## src/rtl/gen_scheduler_pkg.sv

```systemverilog
// Shared types and constants for the generation scheduler.
package gen_scheduler_pkg;

  localparam int SPEED_MAX   = 15;
  localparam int FRAME_CNT_W = 4;

  typedef logic [3:0] speed_t;

  typedef enum logic [1:0] {
    IDLE,
    WAIT,
    RUN,
    SWAP_WAIT
  } sched_state_t;

endpackage

```

## src/rtl/gen_scheduler_frame_pacer.sv

```systemverilog
// Counts rendered frames since the last generation start and flags when the next one is due.
module frame_pacer
  import gen_scheduler_pkg::*;
(
  input  logic                   clk_in,
  input  logic                   rst_in,
  input  speed_t                 speed_in,
  input  logic                   render_done_in,
  input  logic                   clear_in,
  output logic [FRAME_CNT_W-1:0] frame_cnt_out,
  output logic                   due_out
);

  localparam logic [FRAME_CNT_W-1:0] FRAME_MAX = '1;

  logic [FRAME_CNT_W:0] period;

  // Period follows speed_in combinationally so a speed change applies at once.
  assign period  = (FRAME_CNT_W + 1)'(SPEED_MAX + 1) - {1'b0, speed_in};
  assign due_out = (speed_in != '0) && ({1'b0, frame_cnt_out} >= period);

  always_ff @(posedge clk_in) begin
    if (rst_in) begin
      frame_cnt_out <= '0;
    end else if (clear_in) begin
      frame_cnt_out <= '0;
    end else if (render_done_in && (frame_cnt_out != FRAME_MAX)) begin
      frame_cnt_out <= frame_cnt_out + 1'b1;
    end
  end

endmodule

```

## src/rtl/gen_scheduler.sv

```systemverilog
// Paces Game of Life generations against display frames; swaps buffers only on frame boundaries.
module gen_scheduler
  import gen_scheduler_pkg::*;
#(
  parameter int CNT_W = 16
) (
  input  logic             clk_in,
  input  logic             rst_in,
  input  speed_t           speed_in,
  input  logic             step_in,
  input  logic             clear_overrun_in,
  input  logic             render_done_in,
  input  logic             logic_done_in,
  input  logic             buf_ready_in,
  output logic             logic_start_out,
  output logic             buf_swap_out,
  output logic             busy_out,
  output logic             overrun_out,
  output logic [CNT_W-1:0] gen_count_out,
  output sched_state_t     state_out
);

  // Handshakes: every *_done_in, step_in and clear_overrun_in is a one-cycle
  // strobe sampled on posedge clk_in; buf_ready_in is a level that qualifies a
  // swap only in a render_done_in cycle; logic_start_out and buf_swap_out are
  // registered one-cycle pulses issued one cycle after their qualifying event.

  sched_state_t           state;
  logic                   due;
  logic                   launch;
  logic                   overrun_set;
  logic [FRAME_CNT_W-1:0] frame_cnt;

  assign launch      = (state == WAIT) && (due || ((speed_in == '0) && step_in));
  assign overrun_set = ((state == RUN) || (state == SWAP_WAIT)) && due;
  assign state_out   = state;

  frame_pacer u_frame_pacer (
    .clk_in         (clk_in),
    .rst_in         (rst_in),
    .speed_in       (speed_in),
    .render_done_in (render_done_in),
    .clear_in       (launch),
    .frame_cnt_out  (frame_cnt),
    .due_out        (due)
  );

  always_ff @(posedge clk_in) begin
    if (rst_in) begin
      state           <= IDLE;
      logic_start_out <= 1'b0;
      buf_swap_out    <= 1'b0;
      busy_out        <= 1'b0;
      overrun_out     <= 1'b0;
      gen_count_out   <= '0;
    end else begin
      logic_start_out <= 1'b0;
      buf_swap_out    <= 1'b0;

      if (overrun_set) begin
        overrun_out <= 1'b1;
      end else if (clear_overrun_in) begin
        overrun_out <= 1'b0;
      end

      case (state)
        IDLE: state <= WAIT;
        WAIT: begin
          // busy stays up through the swap pulse cycle and drops one later
          busy_out <= launch;
          if (launch) begin
            state           <= RUN;
            logic_start_out <= 1'b1;
          end
        end
        RUN: begin
          if (logic_done_in) state <= SWAP_WAIT;
        end
        SWAP_WAIT: begin
          if (render_done_in && buf_ready_in) begin
            state         <= WAIT;
            buf_swap_out  <= 1'b1;
            gen_count_out <= gen_count_out + CNT_W'(1);
          end
        end
        default: state <= IDLE;
      endcase
    end
  end

  wire unused_frame_cnt = ^frame_cnt;

endmodule
```

## config.mk

```make
export PLATFORM = sky130hd
export DESIGN_NAME = gen_scheduler
export DESIGN_NICKNAME = d
export VERILOG_FILES = /design/src/rtl/gen_scheduler_pkg.sv /design/src/rtl/gen_scheduler_frame_pacer.sv /design/src/rtl/gen_scheduler.sv
export SDC_FILE = /design/constraint.sdc
export NUM_CORES = 1
export LEC_CHECK = 0
export ABC_CLOCK_PERIOD_IN_PS = 1860
export BUFFER_PORTS_ARGS = -buffer_cell sky130_fd_sc_hd__buf_2
export CAP_MARGIN = 5
export CORE_ASPECT_RATIO = 0.75
export CORE_MARGIN = 10
export CORE_UTILIZATION = 52
export CTS_CLUSTER_DIAMETER = 40
export CTS_CLUSTER_SIZE = 20
export DETAILED_ROUTE_END_ITERATION = 10
export HOLD_SLACK_MARGIN = 0.05
export PLACE_DENSITY = 0.82
export SYNTH_ARGS = -nofsm -noshare
export SYNTH_HDL_FRONTEND = slang
export SYNTH_SLANG_ARGS = --single-unit
export TNS_END_PERCENT = 30
```

## constraint.sdc

```tcl
create_clock -name clk_in -period 1.86 [get_ports clk_in]
set_input_delay 0 -clock clk_in [delete_from_list [all_inputs] [get_ports clk_in]]
set_output_delay 0 -clock clk_in [all_outputs]
set_load 0.01 [all_outputs]
```

# == Yosys cells after proc, flatten, opt, wreduce, memory -nomap -nowiden ==
# Cells that the tools add are included.
# totals
ramBits,0
out_inout_bits,22
mem_count,0
latchBits,0
reg_bits,26
rom_bits,0
wordCells,45
inputBits,11
# op_classes
n_div,0
multipliers,0
shifts,0
eq_ne,7
muxes,8
order_cmp,1
bitwise_logic,2
n_addsub,3
reduce_logical,17
# ops
op,n
"16-bit by 1-bit adder with 16-bit output, second input constant",1
2-bit case mux with 4 select lines,1
1-bit logical AND,6
2-bit 2-to-1 mux,3
2-bit OR reduction,3
4-bit by 5-bit greater-or-equal comparator with 1-bit output,1
"5-bit by 4-bit subtractor with 5-bit output, first input constant",1
"4-bit by 1-bit adder with 4-bit output, second input constant",1
"2-bit == test, second input constant",2
4-bit zero test,1
1-bit 2-to-1 mux,4
"2-bit inequality test, second input constant",2
"4-bit inequality test, second input constant",1
4-bit nonzero test,1
3-bit AND reduction,1
"2-bit by 1-bit == test with 1-bit output, second input constant",1
2-bit zero test,1
1-bit logical OR,2
"2-bit by 1-bit inequality test with 1-bit output, second input constant",1
1-bit inverter,2
2-bit AND reduction,1
2-bit nonzero test,1

# == Logic depth before layout (Yosys ltp) ==
# Gate-level depths: netlist of the first run.
# depth
depth_word,7
depth_mapped,8
mapped_depth_nobuf,8

# == Hierarchy ==
# From an unflattened synthesis of the first run, not the netlist that was laid out.
# hier_totals
cells_unflattened,159
hier_area_um2,1358.8
# modules_own_cells
mod,cells_per_inst,seq_area_each_um2,area_each_um2,n_inst
gen_scheduler,118,440.4,1037.2,1
frame_pacer,41,80.1,321.6,1

# == Worst setup path before layout of the first run ==
# OpenSTA, ideal clock, no wires.
# synth_timing
kind,in2reg
startpoint,in speed_in[0]
endpoint,reg state[0] (netlist: state_out[0])
t_arrival_ps,1595
n_path_buf,0
setup_time_ps,86
setup_slack_ps,179
path_stages,7
path_cell_list,inv_1 -> ha_1 -> xor2_1 -> ha_1 -> a2111oi_0 -> a211oi_2 -> a211oi_1
# synth_between
elab_chain_len,7
# synth_rtl
element,line,text
"start, declared",gen_scheduler.sv:9,"input speed_t speed_in,"
5-bit by 4-bit subtractor with 5-bit output,gen_scheduler_frame_pacer.sv:19,"assign period = (FRAME_CNT_W + 1)'(SPEED_MAX + 1) - {1'b0, speed_in};"
4-bit by 5-bit greater-or-equal comparator with 1-bit output,gen_scheduler_frame_pacer.sv:20,"assign due_out = (speed_in != '0) && ({1'b0, frame_cnt_out} >= period);"
1-bit logical AND,gen_scheduler_frame_pacer.sv:20,
1-bit logical OR (*),gen_scheduler.sv:34,assign launch = (state == WAIT) && (due || ((speed_in == '0) && step_in));
1-bit logical AND (*),gen_scheduler.sv:34,
2-bit inequality test (no source line) (*),-,
3-bit AND reduction (no source line) (*),-,
"end signal, assigned",gen_scheduler.sv:50,state <= IDLE;
"end signal, assigned",gen_scheduler.sv:67,IDLE: state <= WAIT;
"end signal, assigned",gen_scheduler.sv:72,state <= RUN;
"end, declared",gen_scheduler.sv:28,sched_state_t state;
# Mark *: on every way between the ends. The rest lies on a longest branch, timed or not.
# A chain may end at the register's enable or synchronous reset.

# == Final worst setup path of the first run ==
# layout_timing
startpoint,reg u_frame_pacer.frame_cnt_out[2]
endpoint,reg state[0] (netlist: state_out[0])
# layout_between
elab_chain_len,6
# layout_rtl
element,line,text
"start, declared",gen_scheduler_frame_pacer.sv:10,"output logic [FRAME_CNT_W-1:0] frame_cnt_out,"
"start signal, assigned",gen_scheduler_frame_pacer.sv:28,frame_cnt_out <= frame_cnt_out + 1'b1;
4-bit by 5-bit greater-or-equal comparator with 1-bit output,gen_scheduler_frame_pacer.sv:20,
1-bit logical AND,gen_scheduler_frame_pacer.sv:20,
1-bit logical OR,gen_scheduler.sv:34,
1-bit logical AND,gen_scheduler.sv:34,
2-bit inequality test (no source line),-,
3-bit AND reduction (no source line),-,
# No other way between the ends.

==> reports/metrics.yaml, run 1 <==
final_area_um2: 1650
arrival_ns: 2.04
critPathMaxStageDelay_ns: 0.44
ir_worst_vdd_v: 0.000497
fp.dieW_um: 78.8
viasPerCell: 5.27
internal_power_mw: 0.848
ios: 33
fin_worst_skew_ns: 0.00250
cp_max_fo: 4
rows: 15
num-nets-final: 217
hold_viol_final: 0
gr-total-overflow: 0
r2r_setup_slack_ns: 0.06
antenna_left: 0
cts_buffer_depth: 2
start_util: 0.566
place.port_buffers: 32
leakagePower_nw: 0.736
htree_levels: 1
reg2reg_from: "u_frame_pacer.frame_cnt_out[2]"
end_kind: "flip-flop"
critical-path-slowest-cell: "dfxtp_1"
drt-pass1-iter-count: 4
insertion_delay_ns: 0.31
ys_seq_area_frac: 0.386
async_flop_share: 0
synth-edff-count: 0
post_drt_wl_per_cell_um: 14.4
area_delta_synth_final_pct: 22.6
min_from: "speed_in[3]"
dp.cells: 220
crit_start: "u_frame_pacer.frame_cnt_out[2]"
num_vias: 1196
netlist.area_leader.share: 0.386
drc: 0
p_per_area_nw_per_um2: 761
synthAdderAreaFrac: 0.102
start_kind: "flip-flop"
worstReg2RegEnd: "state_out[0]"
final_cells: 227
reg2regPathDepth: 5
synthMuxAreaShare: 0.00742
synthSimpleGateAreaFrac: 0.258
first_global_vias: 1156
p_sw_frac: 0.326
cts_buffers: 3
yosys_warnings: 0
worst_pin_slew_ns: 0.426
clkPwrFrac: 0.181
hold_depth: 4
pwr-share-comb: 0.311
cts.clk_slew.worst_paths_ns: 0.13
crit_chain: "ha_1, a2111oi_0, buf_4, a211oi_2, a211oi_1"
layout-drive-gt1-share: 0.264
synth_largest_area_cell: "dfxtp_1"
cts.sinks: 26
totalPowerFinal_mw: 1.26
worstPathRequired_ns: 2.09
slew_viol_final: 0
holdPathEnd: "logic_start_out"
syn_inst: 154
synth_top_cells_by_count: "28 x nor2_1, 26 x dfxtp_1, 11 x ha_1, 11 x nand3_1, 11 x xor2_1"
timing.fmax_mhz: 554
worstSetupPathType: "reg2reg"
drt_iter0_markers: 78
grt_max_degree: 24
antenna_found_initial: 0
cts-root-buf: "clkbuf_4"
syn_area_um2: 1350
synth-compound-area-share: 0.0835
timing.final.crit_share: 0.970
ys_ff_latch: 26
hold_path.class: "in2reg"
slew_headroom: 0.708
synth_top_family_by_area: "simple AND/OR/NAND/NOR gates"
setup_viol: 0
synth_xor_area_frac: 0.130
fin_setup_tns_ns: 0
synth_most_common_cell: "nor2_1"
cts_tree: "built"
dp_hpwl_mm: 2.57
p_seq_frac: 0.507
min_period_ns: 1.80
avgSynthCellArea_um2: 8.76
place.gp.congestion: 0.931
synth.distinct_cells: 32
p_switching_mw: 0.411
die_y_um: 64.1
dieArea_um2: 5050
status: "finished, final reports clean"
drt_wl_total_mm: 3.27
post_cts_buffers: 0
grt_pass1_wl_mm: 5.43
core_area_um2: 2380
max-cap-violations: 0
place_area_um2: 1560
synth_flop_cell: "dfxtp_1"
track_usage: 0.128
ys_top_cells_by_area: "dfxtp_1 39%, ha_1 10%, nor2_1 7.8%"
syn_nets: 176
num_antenna_cells: 0
-- layout make-up --
type / count / area, um2
multi-input combinational: 116 / 812
tap: 34 / 42.5
sequential: 26 / 524
fill: 206 / 729
clock buffer: 3 / 22.5
inverter: 10 / 37.5
timing repair buffer: 38 / 215
-- kinds of logic after synthesis --
family | Yosys count
xor gates and xnor gates | 20
AOI/OAI and AO/OA | 15
adders and majority gates | 11
muxes | 1
and+or+nand+nor | 69
DFF | 26
buffers and inverters | 12
-- power by group through the flow --
stage / Clock (mW) / Sequential (mW) / Combinational [mW]
2_1_floorplan: 0 / 0.658 / 0.213
3_3_place_gp: 0 / 0.645 / 0.341
3_5_place_dp: 0 / 0.647 / 0.359
4_1_cts: 0.233 / 0.634 / 0.368
5_1_grt: 0.250 / 0.646 / 0.427
6_report: 0.228 / 0.639 / 0.392
-- metrics by stage --
step,utilization,hold WS [ns],setup WS (ns)
floorplan,-,0.0787,0.179
global placement,0.654,0.269,0.0501
detailed placement,0.654,0.301,-0.0868
CTS,0.680,0.0536,0.00165
global route,0.694,0.0811,-0.0213
finish,0.694,0.0598,0.0561
-- worst max-delay path: cells and delay by family (launching register included) --
kind | cells | cell delay [ns]
adder cells (fa/ha/maj) | 1 | 0.29
buffers and inverters | 1 | 0.20
flip-flops | 1 | 0.44
AO/OA/AOI/OAI | 3 | 0.79
-- worst max path at each step --
stage / end / slack (ns)
2_1_floorplan: state_out[0] / 0.18
3_3_place_gp: state_out[1] / 0.05
3_5_place_dp: state_out[0] / -0.09
4_1_cts: u_frame_pacer.frame_cnt_out[3] / 0.002
5_1_grt: state_out[1] / -0.02
6_report: state_out[0] / 0.06
-- placed cells by master (no fill, tap or decap), types with 2 or more instances in the layout --
cell type      netlist  routed
a2111oi_0            2       2
a211oi_2             1       3
nor3_1               3       2
nand4_1              2       2
dfxtp_2              0       3
nand2_1             10      10
ha_1                11       9
ha_2                 0       2
nand3_1             11      11
a21oi_1              3       3
inv_1               10      10
clkbuf_4             0       3
xor2_1              11      11
nor4_1               3       3
xnor2_1              9       9
dfxtp_1             26      23
dlygate4sd3_1        0       4
buf_4                0       2
and3_1               2       2
nand2b_1             3       3
nor2_1              28      28
buf_2                0      32
-- layer usage --
metal	share of wire	GRT usage	vias to the layer above
li1	-	-	608
met1	0.44	0.160	537
met2	0.48	0.208	49
met3	0.080	0.0461	2
met4	0.0040	0.0246	0
met5	0	0	-
-- repair_timing --
item	in CTS	in global routing
endpoints found under the hold margin	4	0
gates resized for setup	0	9
setup endpoints to repair	0	13
hold buffers	4	0
-- flip-flops by register name, indices dropped and copies added (netlist names) --
register	flops
buf_swap_out	1
overrun_out	1
gen_count_out	16
state_out	2
busy_out	1
u_frame_pacer.frame_cnt_out	4
logic_start_out	1
Note: power is estimated with default switching activity, not from simulation.
==> inputs of run 2 (changes only) <==
--- a/config.mk
+++ b/config.mk
@@ -5,17 +5,17 @@
 export SDC_FILE = /design/constraint.sdc
 export NUM_CORES = 1
 export LEC_CHECK = 0
-export ABC_CLOCK_PERIOD_IN_PS = 1860
+export ABC_CLOCK_PERIOD_IN_PS = 2100
 export BUFFER_PORTS_ARGS = -buffer_cell sky130_fd_sc_hd__buf_2
 export CAP_MARGIN = 5
 export CORE_ASPECT_RATIO = 0.75
 export CORE_MARGIN = 10
-export CORE_UTILIZATION = 52
+export CORE_UTILIZATION = 54
 export CTS_CLUSTER_DIAMETER = 40
 export CTS_CLUSTER_SIZE = 20
 export DETAILED_ROUTE_END_ITERATION = 10
 export HOLD_SLACK_MARGIN = 0.05
-export PLACE_DENSITY = 0.82
+export PLACE_DENSITY_LB_ADDON = 0.2
 export SYNTH_ARGS = -nofsm -noshare
 export SYNTH_HDL_FRONTEND = slang
 export SYNTH_SLANG_ARGS = --single-unit
==> constraint.sdc (replaced) <==
create_clock -name clk_in -period 2.1 [get_ports clk_in]
set_input_delay 0 -clock clk_in [delete_from_list [all_inputs] [get_ports clk_in]]
set_output_delay 0 -clock clk_in [all_outputs]
set_load 0.01 [all_outputs]
==> reports/metrics.yaml, run 2 (same netlist as run 1, synthesis figures left out) <==
status: "finished, final reports clean"  # unchanged
htree_levels: 1  # unchanged
slew_viol_final: 0  # unchanged
fin_worst_skew_ns: 0.00598  # was 0.00250 ns
cts.clk_slew.worst_paths_ns: 0.13  # about the same
final_common_cell: "buf_2"  # unchanged
worstSetupPathType: "in2reg"  # was reg2reg
num-nets-final: 219  # was 217
largest_reg_flops: 16  # unchanged
grt_use_met1: 0.163  # was 0.160
timing.final.crit_share: 0.919
rsz0062_at_grt: "false"
final_cells: 229  # was 227
max-cap-violations: 0  # unchanged
cts_tree: "built"  # unchanged
timing.fmax_mhz: 518
drt-pass1-iter-count: 4  # unchanged
setup_viol: 0  # unchanged
pwr-share-comb: 0.295  # was 0.311
crit_chain: "dlygate4sd3_1, buf_2, xor2_1, ha_1, or3b_1, mux2i_1, a211oi_2, a211oi_1"  # was ha_1, a2111oi_0, buf_4, a211oi_2, a211oi_1
grt_max_degree: 24  # unchanged
grt.met3_usage: 0.0567  # was 0.0461
p_switching_mw: 0.355  # was 0.411 mW
dp.cells: 220  # unchanged
cts_buffer_depth: 2  # unchanged
slew_headroom: 0.733  # was 0.708
hold_viol_final: 0  # unchanged
core_area_um2: 2350  # was 2380 um2
ios: 33  # unchanged
final_cell_mix: "32 x buf_2, 28 x nor2_1, 26 x dfxtp_1"  # was 32 x buf_2, 28 x nor2_1, 23 x dfxtp_1
leakagePower_nw: 0.730  # was 0.736 nW
viasPerCell: 5.13  # was 5.27
worstPathRequired_ns: 2.34  # was 2.09 ns
p_sw_frac: 0.325  # was 0.326
num_vias: 1174  # was 1196
rows: 15  # unchanged
cts-root-buf: "clkbuf_4"  # unchanged
busiest_layer: "met2"  # unchanged
hold_path.class: "in2reg"  # unchanged
start_util: 0.575  # was 0.566
post_drt_wl_per_cell_um: 13.6  # was 14.4 um
drc: 0  # unchanged
drt_wl_total_mm: 3.12  # was 3.27 mm
dieArea_um2: 4920  # was 5050 um2
regMostFlops: "gen_count_out"  # unchanged
critical-path-slowest-cell: "dlygate4sd3_1"  # was dfxtp_1
cts_buffers: 3  # unchanged
p_per_area_nw_per_um2: 666  # was 761 nW/um2
area_delta_synth_final_pct: 21.7  # was 22.6%
critPathMaxStageDelay_ns: 0.53  # was 0.44 ns
internal_power_mw: 0.738  # was 0.848 mW
gr-total-overflow: 0  # unchanged
arrival_ns: 2.17  # was 2.04 ns
die_y_um: 63.3  # was 64.1 um
antenna_found_initial: 0  # unchanged
start_kind: "input port"  # was flip-flop
drt_iter0_markers: 109  # was 78
track_usage: 0.128  # about the same
insertion_delay_ns: 0.32  # was 0.31 ns
ir_worst_vdd_v: 0.000431  # was 0.000497 V
p_seq_frac: 0.514  # was 0.507
num_antenna_cells: 0  # unchanged
clkPwrFrac: 0.191  # was 0.181
worst_pin_slew_ns: 0.401  # was 0.426 ns
fin_setup_tns_ns: 0  # unchanged
place.gp.congestion: 0.870  # was 0.931
min_period_ns: 1.93
dp_hpwl_mm: 2.48  # was 2.57 mm
cp_max_fo: 4  # unchanged
end_kind: "flip-flop"  # unchanged
antenna_left: 0  # unchanged
grtUsageMet2: 0.190  # was 0.208
place.port_buffers: 32  # unchanged
first_global_vias: 1146  # was 1156
layout-drive-gt1-share: 0.221  # was 0.264
cts.sinks: 26  # unchanged
fp.dieW_um: 77.7  # was 78.8 um
grt_pass1_wl_mm: 5.28  # was 5.43 mm
run 2: cell count changes in the layout (fill, tap and decap cells not counted), moves of 2 or more:
| cell | before | now |
|---|---|---|
| dfxtp_1 | 23 | 26 |
| dlygate4sd3_1 | 4 | 6 |
| a211oi_2 | 3 | 1 |
| a211oi_1 | 1 | 3 |
| ha_2 | 2 | 0 |
| ha_1 | 9 | 11 |
| dfxtp_2 | 3 | 0 |
run 2: worst paths after layout:
path,startpoint,cells after the start,slack (ns),endpoint
min reg2reg,overrun_out,2,0.50,overrun_out
min,rst_in,2,0.07,gen_count_out[10]
max,speed_in[3],8,0.17,state_out[1]
max reg2reg,u_frame_pacer.frame_cnt_out[0],7,0.23,u_frame_pacer.frame_cnt_out[1]
run 2: cell type report:
| class | instances | area (um2) |
|---|---|---|
| timing repair buffer | 40 | 235 |
| sequential | 26 | 520 |
| clock buffer | 3 | 22.5 |
| fill | 196 | 704 |
| inverter | 10 | 37.5 |
| tap | 34 | 42.5 |
| multi-input combinational | 116 | 783 |
run 2: layer usage:
layer / vias up / wire, um
li1: 609 / -
met4: 0 / 35
met5: - / 0
met1: 516 / 1460
met3: 4 / 324
met2: 45 / 1300
run 2: per-stage QoR:
step	hold slack [ns]	instance area, um2	worst slack (ns)	util	power (mW)
CTS	0.0627	1640	0.214	0.700	1.10
detailed placement	0.299	1560	0.209	0.665	0.882
global route	0.0679	1640	0.0447	0.700	1.17
finish	0.0669	1640	0.169	0.700	1.09
global placement	0.265	1560	0.309	0.665	0.868
floorplan	0.0787	1350	0.419	-	0.772
run 2: timing repair:
| action | in CTS | in global routing |
|---|---|---|
| resized for setup | 0 | 0 |
| hold endpoints to repair | 4 | 0 |
| setup buffers | 0 | 0 |
| hold buffers | 6 | 0 |
run 2: power groups by stage:
stage | registers, mW | logic [mW] | clock network (mW)
floorplan | 0.583 | 0.189 | 0
global placement | 0.569 | 0.299 | 0
detailed placement | 0.573 | 0.309 | 0
CTS | 0.563 | 0.320 | 0.216
global route | 0.571 | 0.367 | 0.236
finish | 0.562 | 0.322 | 0.209
run 2: critical path, delay by kind of cell:
kind                       cells  cell delay, ns
buffers and inverters          2            0.68
and+or+nand+nor                1            0.39
AOI/OAI and AO/OA              2            0.38
adders and majority gates      1            0.29
muxes                          1            0.25
xor gates and xnor gates       1            0.17
==> inputs of run 3 (changes only) <==
--- a/config.mk
+++ b/config.mk
@@ -16,6 +16,7 @@
 export DETAILED_ROUTE_END_ITERATION = 10
 export HOLD_SLACK_MARGIN = 0.05
 export PLACE_DENSITY_LB_ADDON = 0.2
+export RECOVER_POWER = 100
 export SYNTH_ARGS = -nofsm -noshare
 export SYNTH_HDL_FRONTEND = slang
 export SYNTH_SLANG_ARGS = --single-unit
==> reports/metrics.yaml, run 3 (same netlist as run 1, synthesis figures left out) <==
first_global_vias: 1146  # unchanged
grt_max_degree: 24  # unchanged
critical-path-slowest-cell: "dlygate4sd3_1"  # unchanged
ir_worst_vdd_v: 0.000430  # was 0.000431 V
viasPerCell: 5.11  # was 5.13
timing.fmax_mhz: 517  # was 518 MHz
largest_reg_flops: 16  # unchanged
drt-pass1-iter-count: 4  # unchanged
worst_pin_slew_ns: 0.362  # was 0.401 ns
grt_pass1_wl_mm: 5.28  # unchanged
final_common_cell: "nor2_1"  # was buf_2
slew_headroom: 0.752  # was 0.733
cts_buffers: 3  # unchanged
cts-root-buf: "clkbuf_4"  # unchanged
ios: 33  # unchanged
worstPathRequired_ns: 2.34  # about the same
min_period_ns: 1.93  # about the same
timing.final.crit_share: 0.921  # was 0.919
die_y_um: 63.3  # unchanged
p_per_area_nw_per_um2: 674  # was 666 nW/um2
critPathMaxStageDelay_ns: 0.53  # about the same
crit_chain: "dlygate4sd3_1, buf_2, xor2_1, ha_1, or3b_1, mux2i_1, a211oi_2, a211oi_1"  # unchanged
layout-drive-gt1-share: 0.103  # was 0.221
post_cts_buffers: 0  # unchanged
max-cap-violations: 0  # unchanged
start_kind: "input port"  # unchanged
num-nets-final: 219  # unchanged
fp.dieW_um: 77.7  # unchanged
dieArea_um2: 4920  # unchanged
arrival_ns: 2.17  # about the same
area_delta_synth_final_pct: 19.4  # was 21.7%
leakagePower_nw: 0.631  # was 0.730 nW
final_area_um2: 1610  # was 1640 um2
core_area_um2: 2350  # unchanged
hold_viol_final: 0  # unchanged
worstSetupPathType: "in2reg"  # unchanged
status: "finished, final reports clean"  # unchanged
drt_iter0_markers: 98  # was 109
track_usage: 0.128  # unchanged
antenna_found_initial: 0  # unchanged
cts.clk_slew.worst_paths_ns: 0.13  # about the same
drc: 0  # unchanged
antenna_left: 0  # unchanged
regArea_um2: 520  # unchanged
rsz0062_at_grt: "false"  # unchanged
dp_hpwl_mm: 2.48  # unchanged
fin_setup_tns_ns: 0  # unchanged
place_area_um2: 1560  # unchanged
regMostFlops: "gen_count_out"  # unchanged
slew_viol_final: 0  # unchanged
insertion_delay_ns: 0.32  # about the same
cts_tree: "built"  # unchanged
fin_worst_skew_ns: 0.00616  # was 0.00598 ns
cts_buffer_depth: 2  # unchanged
htree_levels: 1  # unchanged
start_util: 0.575  # unchanged
fillCellCount: 212  # was 196
setup_viol: 0  # unchanged
place.gp.congestion: 0.870  # unchanged
place.port_buffers: 32  # unchanged
end_kind: "flip-flop"  # unchanged
drt_wl_total_mm: 3.12  # about the same
rows: 15  # unchanged
multi_input_comb_area_um2: 783  # unchanged
final_cell_mix: "28 x nor2_1, 26 x dfxtp_1, 23 x clkbuf_1"  # was 32 x buf_2, 28 x nor2_1, 26 x dfxtp_1
post_drt_wl_per_cell_um: 13.6  # about the same
cp_max_fo: 4  # unchanged
num_vias: 1171  # was 1174
num_antenna_cells: 0  # unchanged
hold_path.class: "in2reg"  # unchanged
gr-total-overflow: 0  # unchanged
cts.sinks: 26  # unchanged
run 3: cell count changes in the layout (fill, tap and decap cells not counted), sizes merged:
cell	delta
buf	-23
clkbuf	+23
run 3: cell type report:
type / instances / area share
clock buffers: 3 / 0.0140
inverters: 10 / 0.0233
multi-input cells: 116 / 0.486
flip-flops and latches: 26 / 0.323
well taps: 34 / 0.0264
repair buffers: 40 / 0.127
run 3: timing repair:
item                                   4_1_cts  5_1_grt
endpoints found under the hold margin        4        0
resized for setup                            0        0
hold buffers                                 6        0
run 3: through the flow:
step                instances  setup slack [ns]  hold WS (ns)  power (mW)  utilization
floorplan                 154             0.419        0.0787       0.772            -
global placement          220             0.309         0.265       0.868        0.665
detailed placement        220             0.209         0.299       0.882        0.665
CTS                       229             0.214        0.0627        1.10        0.700
global route              229            0.0401        0.0679        1.17        0.686
finish                    229             0.166        0.0666        1.09        0.686
run 3: critical path: cells and delay by family:
family,cells,cell delay (ns)
buffers and inverters,2,0.68
adder cells (fa/ha/maj),1,0.29
AO/OA/AOI/OAI,2,0.38
XOR/XNOR,1,0.17
AND/OR/NAND/NOR,1,0.39
multiplexers,1,0.26
run 3: final timing paths:
check / startpoint / to / slack, ns / cells after the start
worst min-delay path: rst_in / gen_count_out[10] / 0.07 / 2
worst max-delay path: speed_in[3] / state_out[1] / 0.17 / 8
worst max register to register: u_frame_pacer.frame_cnt_out[0] / u_frame_pacer.frame_cnt_out[1] / 0.22 / 7
worst min register to register: overrun_out / overrun_out / 0.50 / 2
run 3: routing by layer:
layer | wire [um] | track usage | vias to the layer above
li1 | - | - | 610
met1 | 1520 | 0.163 | 518
met2 | 1290 | 0.190 | 39
met3 | 271 | 0.0567 | 4
met4 | 35 | 0.0341 | 0
met5 | 0 | 0 | -
run 3: where the power goes:
group	switching [mW]	leakage [nW]	internal (mW)
clock	0.141	0.0138	0.0673
combinational	0.179	0.406	0.135
sequential	0.0350	0.211	0.528
